**src/rtl/pll_reset_pkg.sv**
```systemverilog
// rtl/pll_reset_pkg.sv - shared types for the PLL reset sequencer
// Provides the sequencer FSM state encoding, which is also exported on the debug port.
package pll_reset_pkg;

  typedef enum logic [1:0] {
    HOLD      = 2'd0,
    WAIT_LOCK = 2'd1,
    STABILISE = 2'd2,
    RUN       = 2'd3
  } pll_rst_state_t;

endpackage

```
**src/rtl/bit_sync.sv**
```systemverilog
// rtl/bit_sync.sv - single-bit multi-flop synchroniser
// Ports:
//   clk     - destination clock
//   aresetn - asynchronous active-low reset, clears every stage
//   d       - asynchronous input bit
//   q       - input after STAGES flops in the clk domain
module bit_sync #(
  parameter int STAGES = 2
) (
  input  logic clk,
  input  logic aresetn,
  input  logic d,
  output logic q
);

  if (STAGES < 2) begin : g_bad_stages
    $error("bit_sync: STAGES must be >= 2");
  end

  logic [STAGES-1:0] sync_q;

  always_ff @(posedge clk or negedge aresetn) begin
    if (!aresetn) begin
      sync_q <= '0;
    end else begin
      sync_q <= {sync_q[STAGES-2:0], d};
    end
  end

  assign q = sync_q[STAGES-1];

endmodule

```
**src/rtl/pll_reset_sequencer.sv**
```systemverilog
// rtl/pll_reset_sequencer.sv - turns PLL lock into a synchronously released core reset
// Ports:
//   clk             - PLL output clock, the only clock
//   aresetn         - asynchronous active-low board reset
//   pll_lock        - PLL lock, asynchronous to clk
//   clear_count     - synchronous pulse clearing lock_loss_count
//   core_sresetn    - synchronous active-low reset for core logic
//   ready           - high one cycle after core_sresetn rises, falls with it
//   state           - current FSM state (debug)
//   lock_loss_count - saturating count of RUN->HOLD transitions
module pll_reset_sequencer
  import pll_reset_pkg::*;
#(
  parameter int LOCK_STABLE_CYCLES = 1024,
  parameter int RESET_HOLD_CYCLES  = 16,
  parameter int SYNC_STAGES        = 2,
  parameter int LOSS_COUNT_WIDTH   = 8
) (
  input  logic                        clk,
  input  logic                        aresetn,
  input  logic                        pll_lock,
  input  logic                        clear_count,
  output logic                        core_sresetn,
  output logic                        ready,
  output logic [1:0]                  state,
  output logic [LOSS_COUNT_WIDTH-1:0] lock_loss_count
);

  if (LOCK_STABLE_CYCLES < 1) begin : g_bad_stable
    $error("pll_reset_sequencer: LOCK_STABLE_CYCLES must be >= 1");
  end
  if (RESET_HOLD_CYCLES < 1) begin : g_bad_hold
    $error("pll_reset_sequencer: RESET_HOLD_CYCLES must be >= 1");
  end
  if (SYNC_STAGES < 2) begin : g_bad_sync
    $error("pll_reset_sequencer: SYNC_STAGES must be >= 2");
  end
  if (LOSS_COUNT_WIDTH < 1) begin : g_bad_width
    $error("pll_reset_sequencer: LOSS_COUNT_WIDTH must be >= 1");
  end

  // One counter serves both timed states, so it is sized for the longer of the two.
  localparam int MAX_CYC = (LOCK_STABLE_CYCLES > RESET_HOLD_CYCLES) ?
                           LOCK_STABLE_CYCLES : RESET_HOLD_CYCLES;
  localparam int CNT_W   = (MAX_CYC > 1) ? $clog2(MAX_CYC) : 1;

  localparam logic [CNT_W-1:0] HOLD_LAST   = CNT_W'(RESET_HOLD_CYCLES - 1);
  localparam logic [CNT_W-1:0] STABLE_LAST = CNT_W'(LOCK_STABLE_CYCLES - 1);

  logic lock_sync;

  bit_sync #(
    .STAGES(SYNC_STAGES)
  ) u_lock_sync (
    .clk    (clk),
    .aresetn(aresetn),
    .d      (pll_lock),
    .q      (lock_sync)
  );

  pll_rst_state_t              state_q, state_d;
  logic [CNT_W-1:0]            cnt_q, cnt_d;
  logic                        core_sresetn_q, core_sresetn_d;
  logic                        ready_q, ready_d;
  logic [LOSS_COUNT_WIDTH-1:0] loss_q, loss_d;
  logic                        loss_inc;

  always_ff @(posedge clk or negedge aresetn) begin
    if (!aresetn) begin
      state_q        <= HOLD;
      cnt_q          <= '0;
      core_sresetn_q <= 1'b0;
      ready_q        <= 1'b0;
      loss_q         <= '0;
    end else begin
      state_q        <= state_d;
      cnt_q          <= cnt_d;
      core_sresetn_q <= core_sresetn_d;
      ready_q        <= ready_d;
      loss_q         <= loss_d;
    end
  end

  always_comb begin
    state_d = state_q;
    cnt_d   = '0;
    case (state_q)
      // HOLD deliberately ignores lock so its length is fixed.
      HOLD: begin
        if (cnt_q == HOLD_LAST) state_d = WAIT_LOCK;
        else                    cnt_d   = cnt_q + 1'b1;
      end
      WAIT_LOCK: begin
        if (lock_sync) state_d = STABILISE;
      end
      STABILISE: begin
        if (!lock_sync)                state_d = WAIT_LOCK;
        else if (cnt_q == STABLE_LAST) state_d = RUN;
        else                           cnt_d   = cnt_q + 1'b1;
      end
      RUN: begin
        if (!lock_sync) state_d = HOLD;
      end
    endcase
  end

  // Output flops are loaded from next-state so they switch on the same edge as the state.
  always_comb begin
    core_sresetn_d = (state_d == RUN);
    ready_d        = core_sresetn_q & (state_d == RUN);
  end

  // Only a loss from RUN counts; clear wins over history but not over a coincident loss.
  always_comb begin
    loss_inc = (state_q == RUN) & ~lock_sync;
    loss_d   = loss_q;
    if (clear_count) begin
      loss_d = loss_inc ? LOSS_COUNT_WIDTH'(1) : '0;
    end else if (loss_inc && (loss_q != '1)) begin
      loss_d = loss_q + 1'b1;
    end
  end

  assign core_sresetn    = core_sresetn_q;
  assign ready           = ready_q;
  assign state           = state_q;
  assign lock_loss_count = loss_q;

endmodule
```
**config.mk**
```make
export PLATFORM = sky130hd
export DESIGN_NAME = pll_reset_sequencer
export DESIGN_NICKNAME = d
export VERILOG_FILES = /design/src/rtl/pll_reset_pkg.sv /design/src/rtl/bit_sync.sv /design/src/rtl/pll_reset_sequencer.sv
export SDC_FILE = /design/constraint.sdc
export NUM_CORES = 1
export LEC_CHECK = 0
export ABC_AREA = 0
export CAP_MARGIN = 10
export CORE_MARGIN = 2
export CORE_UTILIZATION = 52
export DETAILED_ROUTE_END_ITERATION = 8
export GPL_TIMING_DRIVEN = 0
export PLACE_DENSITY_LB_ADDON = 0.1
export SLEW_MARGIN = 20
export SYNTH_ARGS = -nofsm -noshare
export SYNTH_HDL_FRONTEND = slang
export SYNTH_SLANG_ARGS = --single-unit
```
**constraint.sdc**
```tcl
create_clock -name clk -period 4.9 [get_ports clk]
set_input_delay 0.735 -clock clk [delete_from_list [all_inputs] [get_ports clk]]
set_output_delay 0.735 -clock clk [all_outputs]
set_load 0.05 [all_outputs]
```
==> impl_metrics.tcl <==
set metrics [dict create \
    die_x_um 52.0 \
    grt_max_degree 25 \
    gp_congestion 0.749 \
    synth_area_mm2 0.00120 \
    cts_sinks 24 \
    worstHoldPathType "reg2reg" \
    clkPwrFrac_pct 20.3 \
    crit_buf_inv 1 \
    peakVddDrop_uv 309 \
    die_y_um 52.0 \
    finalInstanceArea_mm2 0.00141 \
    critical_path.top_delay_family "buffers and inverters" \
    routed_wl_um 1950 \
    core_area_mm2 0.00219 \
    startpoint_type "flip-flop" \
    nets 138 \
    yosysMostFrequentCell "dfrtp_1" \
    postCtsHoldBufs 0 \
    use_met3_pct 3.45 \
    antenna_found_initial 0 \
    crit_type "reg2out" \
    relSlewSlack_pct 65.4 \
    synth_cell_types 34 \
    cpPeakStageDelay_ns 0.83 \
    skew_ns 0.00265 \
    p_per_area_mw_per_mm2 359 \
    synthCells 113 \
    multi_input_area_um2 557 \
    preCtsSetupSlack_ns 2.86 \
    placementRows 17 \
    postCtsResizedCells 0 \
    period_share_pct 47.6 \
    root_buffer "clkbuf_4" \
    placed_area_mm2 0.00137 \
    drtAntennaViolNets 0 \
    drcViolationCount 0 \
    place_inst 155 \
    switchingPower_mw 0.172 \
    tns_ns 0 \
    cpMaxStageDelayCell "clkdlybuf4s50_1" \
    hpwl_um 1400 \
    antenna_cells 0 \
    grt_overflow_total 0 \
    grt_util_met2_pct 26.4 \
    post_cts_buffers 0 \
    synthTopCellsByArea "dfrtp_1, nor2_1, xnor2_1, xor2_1, mux2i_1" \
    grt_pass1_vias 759 \
    required_ns 4.16 \
    vias 844 \
    floorplan.initialDensity_pct 54.7 \
    hold_violations 0 \
    dr.pass1.iters 4 \
    dr.first_iter.drc_count 9 \
    clk_pin_slew_ns 0.12 \
    clockBufferDepth 2 \
    post_drt_wl_per_cell_um 12.3 \
    crit_chain "clkdlybuf4s50_1" \
    track_usage_pct 16.6 \
    worst_slew_pin_slew_ns 0.519 \
    outcome "finished clean" \
    power_mw 0.505 \
    synthArstFlopShare_pct 100 \
    drv_cap 0 \
    slew_violations 0 \
    synth-edff-count 0 \
    grt_pass1_wl_um 3290 \
    yosysSeqAreaShare_pct 50.1 \
    fill_cells 195 \
    finalWorstSetupSlack_ns 2.57 \
    max_freq_mhz 429 \
    cp_max_fo 5 \
    port_buffers 14 \
    cts_tree "built" \
    power_leakage_nw 0.621 \
    fp.dieArea_mm2 0.00271 \
    syn-num-nets 119 \
    rsz0062_at_grt "false" \
    htree_num_levels 1 \
    clk_latency_ns 0.31 \
    period_minus_slack_ns 2.33 \
    syn_to_final_growth_pct 17.2 \
    final_cells 159 \
    cts_buffers 3 \
    setup-violations-final 0 \
    p_sw_share_pct 34.0 \
    vias_per_cell 5.31 \
    synth_common_cells "dfrtp_1, nor2_1, nand2_1, xnor2_1, nor3_1" \
    synth_top_area_cell "dfrtp_1" \
    p_seq_share_pct 48.7 \
    drive_above_1_share_pct 12.2 \
    p_int_mw 0.333 \
    synth_top_area_share_pct 50.1 \
    met1_usage_pct 21.4 \
    io_pins 16 \
    pwr-share-comb_pct 31.1 \
    end_kind "primary output" \
    yosysWarnings 0 \
    cp.arrival_ns 1.60 \
    layout.area.seq_um2 601 \
    ys_seq_elements 24 \
    grt-busiest-layer "met2" \
    synthesis.area_per_instance_um2 10.6 \
    ys.flop_type "dfrtp_1" \
]
## state kept, by name, indices dropped and copies added, names as in the netlist
name                flops
lock_loss_count         8
state                   2
u_lock_sync.sync_q      2
cnt_q                  10
ready                   1
core_sresetn            1
## worst reg2reg max path, delay by kind of cell, from the launching register on
kind / cells / cell delay [ns]
AOI/OAI and AO/OA: 1 / 0.40
adders and majority gates: 1 / 0.25
DFF: 1 / 0.44
and+or+nand+nor: 3 / 0.46
buffers and inverters: 1 / 0.14
## kinds of logic (layout without fill, tap and decap cells)
| logic type | Yosys count | after routing | synth area share [%] |
|---|---|---|---|
| and+or+nand+nor | 56 | 56 | 27.3 |
| DFF | 24 | 24 | 50.1 |
| xor gates and xnor gates | 11 | 11 | 8.04 |
| AOI/OAI and AO/OA | 9 | 9 | 5.53 |
| buffers and inverters | 7 | 25 | 3.44 |
| muxes | 4 | 4 | 3.44 |
| adders and majority gates | 2 | 2 | 2.09 |
## final cells by class
| cell class | count | share of cell area [%] |
|---|---|---|
| multi-input cells | 82 | 39.6 |
| plain buffers | 4 | 2.14 |
| inverters | 3 | 0.801 |
| clock buffers | 4 | 2.58 |
| well taps | 28 | 2.49 |
| repair buffers | 14 | 9.62 |
| flip-flops and latches | 24 | 42.7 |
## stage by stage
stage | util [%] | hold WS, ns
final | 64.1 | 0.370
after global routing | 64.1 | 0.396
after CTS | 64.4 | 0.377
after detailed placement | 62.7 | 0.338
after global placement | 62.7 | 0.336
after floorplan | - | 0.331
## per-layer routing
metal | part of all wire [%] | vias up | wire length [um]
met2 | 47 | 16 | 916
met1 | 47 | 399 | 923
met4 | 1.9 | 0 | 38
met3 | 3.7 | 5 | 73
li1 | - | 424 | -
met5 | 0 | - | 0
## cell usage in the layout, fill, tap and decap left out, drive strengths merged, types with 2 or more instances in the layout
cell / count
dfrtp: 24
nor2: 18
clkdlybuf4s50: 13
nand2: 8
xnor2: 7
nor3: 6
nand3: 6
buf: 5
xor2: 4
clkbuf: 4
inv: 3
mux2i: 3
o211ai: 3
and3: 3
nor4: 3
nor2b: 2
nand2b: 2
o31ai: 2
nand4: 2
ha: 2
nand3b: 2
## power by group through the flow
stage	combinational, mW	clock, mW	sequential [mW]
6_report	0.157	0.102	0.246
5_1_grt	0.175	0.114	0.251
3_3_place_gp	0.159	0	0.249
2_1_floorplan	0.0952	0	0.273
4_1_cts	0.160	0.106	0.246
3_5_place_dp	0.161	0	0.249
## worst paths after layout
path	startpoint	cells after the start	slack, ns	to
setup / recovery	lock_loss_count[2]	1	2.57	lock_loss_count[2]
hold / removal	u_lock_sync.sync_q[0]	0	0.37	u_lock_sync.sync_q[1]
setup reg to reg	cnt_q[0]	6	3.15	cnt_q[6]
hold reg to reg	u_lock_sync.sync_q[0]	0	0.37	u_lock_sync.sync_q[1]
max in group asynchronous	aresetn	1	4.18	core_sresetn
min in group asynchronous	aresetn	1	0.38	lock_loss_count[2]
(Power assumes the default switching activity.)
==> patch (same flow settings) <==
`LOCK_STABLE_CYCLES`: 1024 -> 2048.
--- a/src/rtl/pll_reset_sequencer.sv
+++ b/src/rtl/pll_reset_sequencer.sv
@@ -11,7 +11,7 @@
 module pll_reset_sequencer
   import pll_reset_pkg::*;
 #(
-  parameter int LOCK_STABLE_CYCLES = 1024,
+  parameter int LOCK_STABLE_CYCLES = 2048,
   parameter int RESET_HOLD_CYCLES  = 16,
   parameter int SYNC_STAGES        = 2,
   parameter int LOSS_COUNT_WIDTH   = 8
Check against the original RTL: no difference found for any inputs over 10 cycles, from zero or initial values and one cycle with aresetn low; that may be too few to reach the edited logic, so the function may still have changed.
==> patch against the unedited design <==
Area after synthesis decreased by 1.8%. Wire length increased by 2.9%. Total power is 2.8% lower. Combinational power decreased by 4%. Sequential power up 2%. Cell area shrank 2.2%. Sequential cell count grew 1. Setup slack lost 0.084 ns. Sequential share of layout area is 2.8 points higher. Largest power group unchanged.
==> patch: results (changes against the unedited design) <==
| Quantity | Reported | Unit | Delta |
|:---|:---|:---|:---|
| Met2 demand-to-capacity share in global routing | 26.9 | % | +0.55 points |
| Maximum fanout count along the critical path | 8 | - | +3 |
| Synth unique cells | 33 | - | -2.9% |
| Final-layout clock-cell area share | 1.91 | % | -0.67 points |
| Proportion of synthesized area in mux cells | 1.70 | % | -1.7 points |
| Wl on met1 | 1.06 | mm | +14% |
| Non-clk bufs | 16 | - | -2 |
| Largest net degree at the start of global routing | 26 | - | +4.0% |
| Xor and xnor fraction of the mapped netlist area | 9.67 | % | +1.6 points |
| Vias per cell | 5.57 | - | +4.9% |
| Sequential Power | 251 | uW | +2% |
| Met1 global-route usage | 26.3 | % | +4.9 points |
| Number of flip-flops under the largest register name | 11 | - | +1 |
| Timing startpoint of the critical path | state[0] | - |  |
| Power in the clock group | 89.6 | uW | -12% |
| Static Leak | 0.000604 | uW | -2.7% |
| Result of the run | completed | - |  |
| Share of final-layout standard cells stronger than drive strength 1 | 7.26 | % | -5.0 points |
| Register-to-register setup slack | 3.14 | ns | about the same |
| Standard cell area after detailed placement | 0.00135 | mm2 | -1.5% |
| Iteration-0 DRC Markers | 12 | - | +3 |
| Vias after detailed routing | 846 | - | +0.24% |
| Routed length on met2 | 886 | um | -3.3% |
| Worst slack on hold paths | 0.378 | ns | +0.00837 ns |
| First-pass GRT wire length | 3.57 | mm | +8.6% |
| Non-clk buf share | 10.5 | % | -1.3 points |
-- patch: cell types whose count changed after synthesis, moves of 2 or more --
cell,delta
sky130_fd_sc_hd__and2_1,+2
sky130_fd_sc_hd__and3_4,-2
sky130_fd_sc_hd__and4_1,+3
sky130_fd_sc_hd__buf_4,-2
sky130_fd_sc_hd__inv_1,-2
sky130_fd_sc_hd__nand2_1,-2
sky130_fd_sc_hd__nand2b_1,-2
sky130_fd_sc_hd__nand4_1,+2
sky130_fd_sc_hd__nor3_1,-5
sky130_fd_sc_hd__o31ai_1,-2
sky130_fd_sc_hd__xnor2_1,-4
sky130_fd_sc_hd__xor2_1,+6
-- patch: cell families after synthesis --
logic type                 after synthesis
and+or+nand+nor                         50
muxes                                    2
DFF                                     25
xor gates and xnor gates                13
AOI/OAI and AO/OA                       11
buffers and inverters                    3
adders and majority gates                2
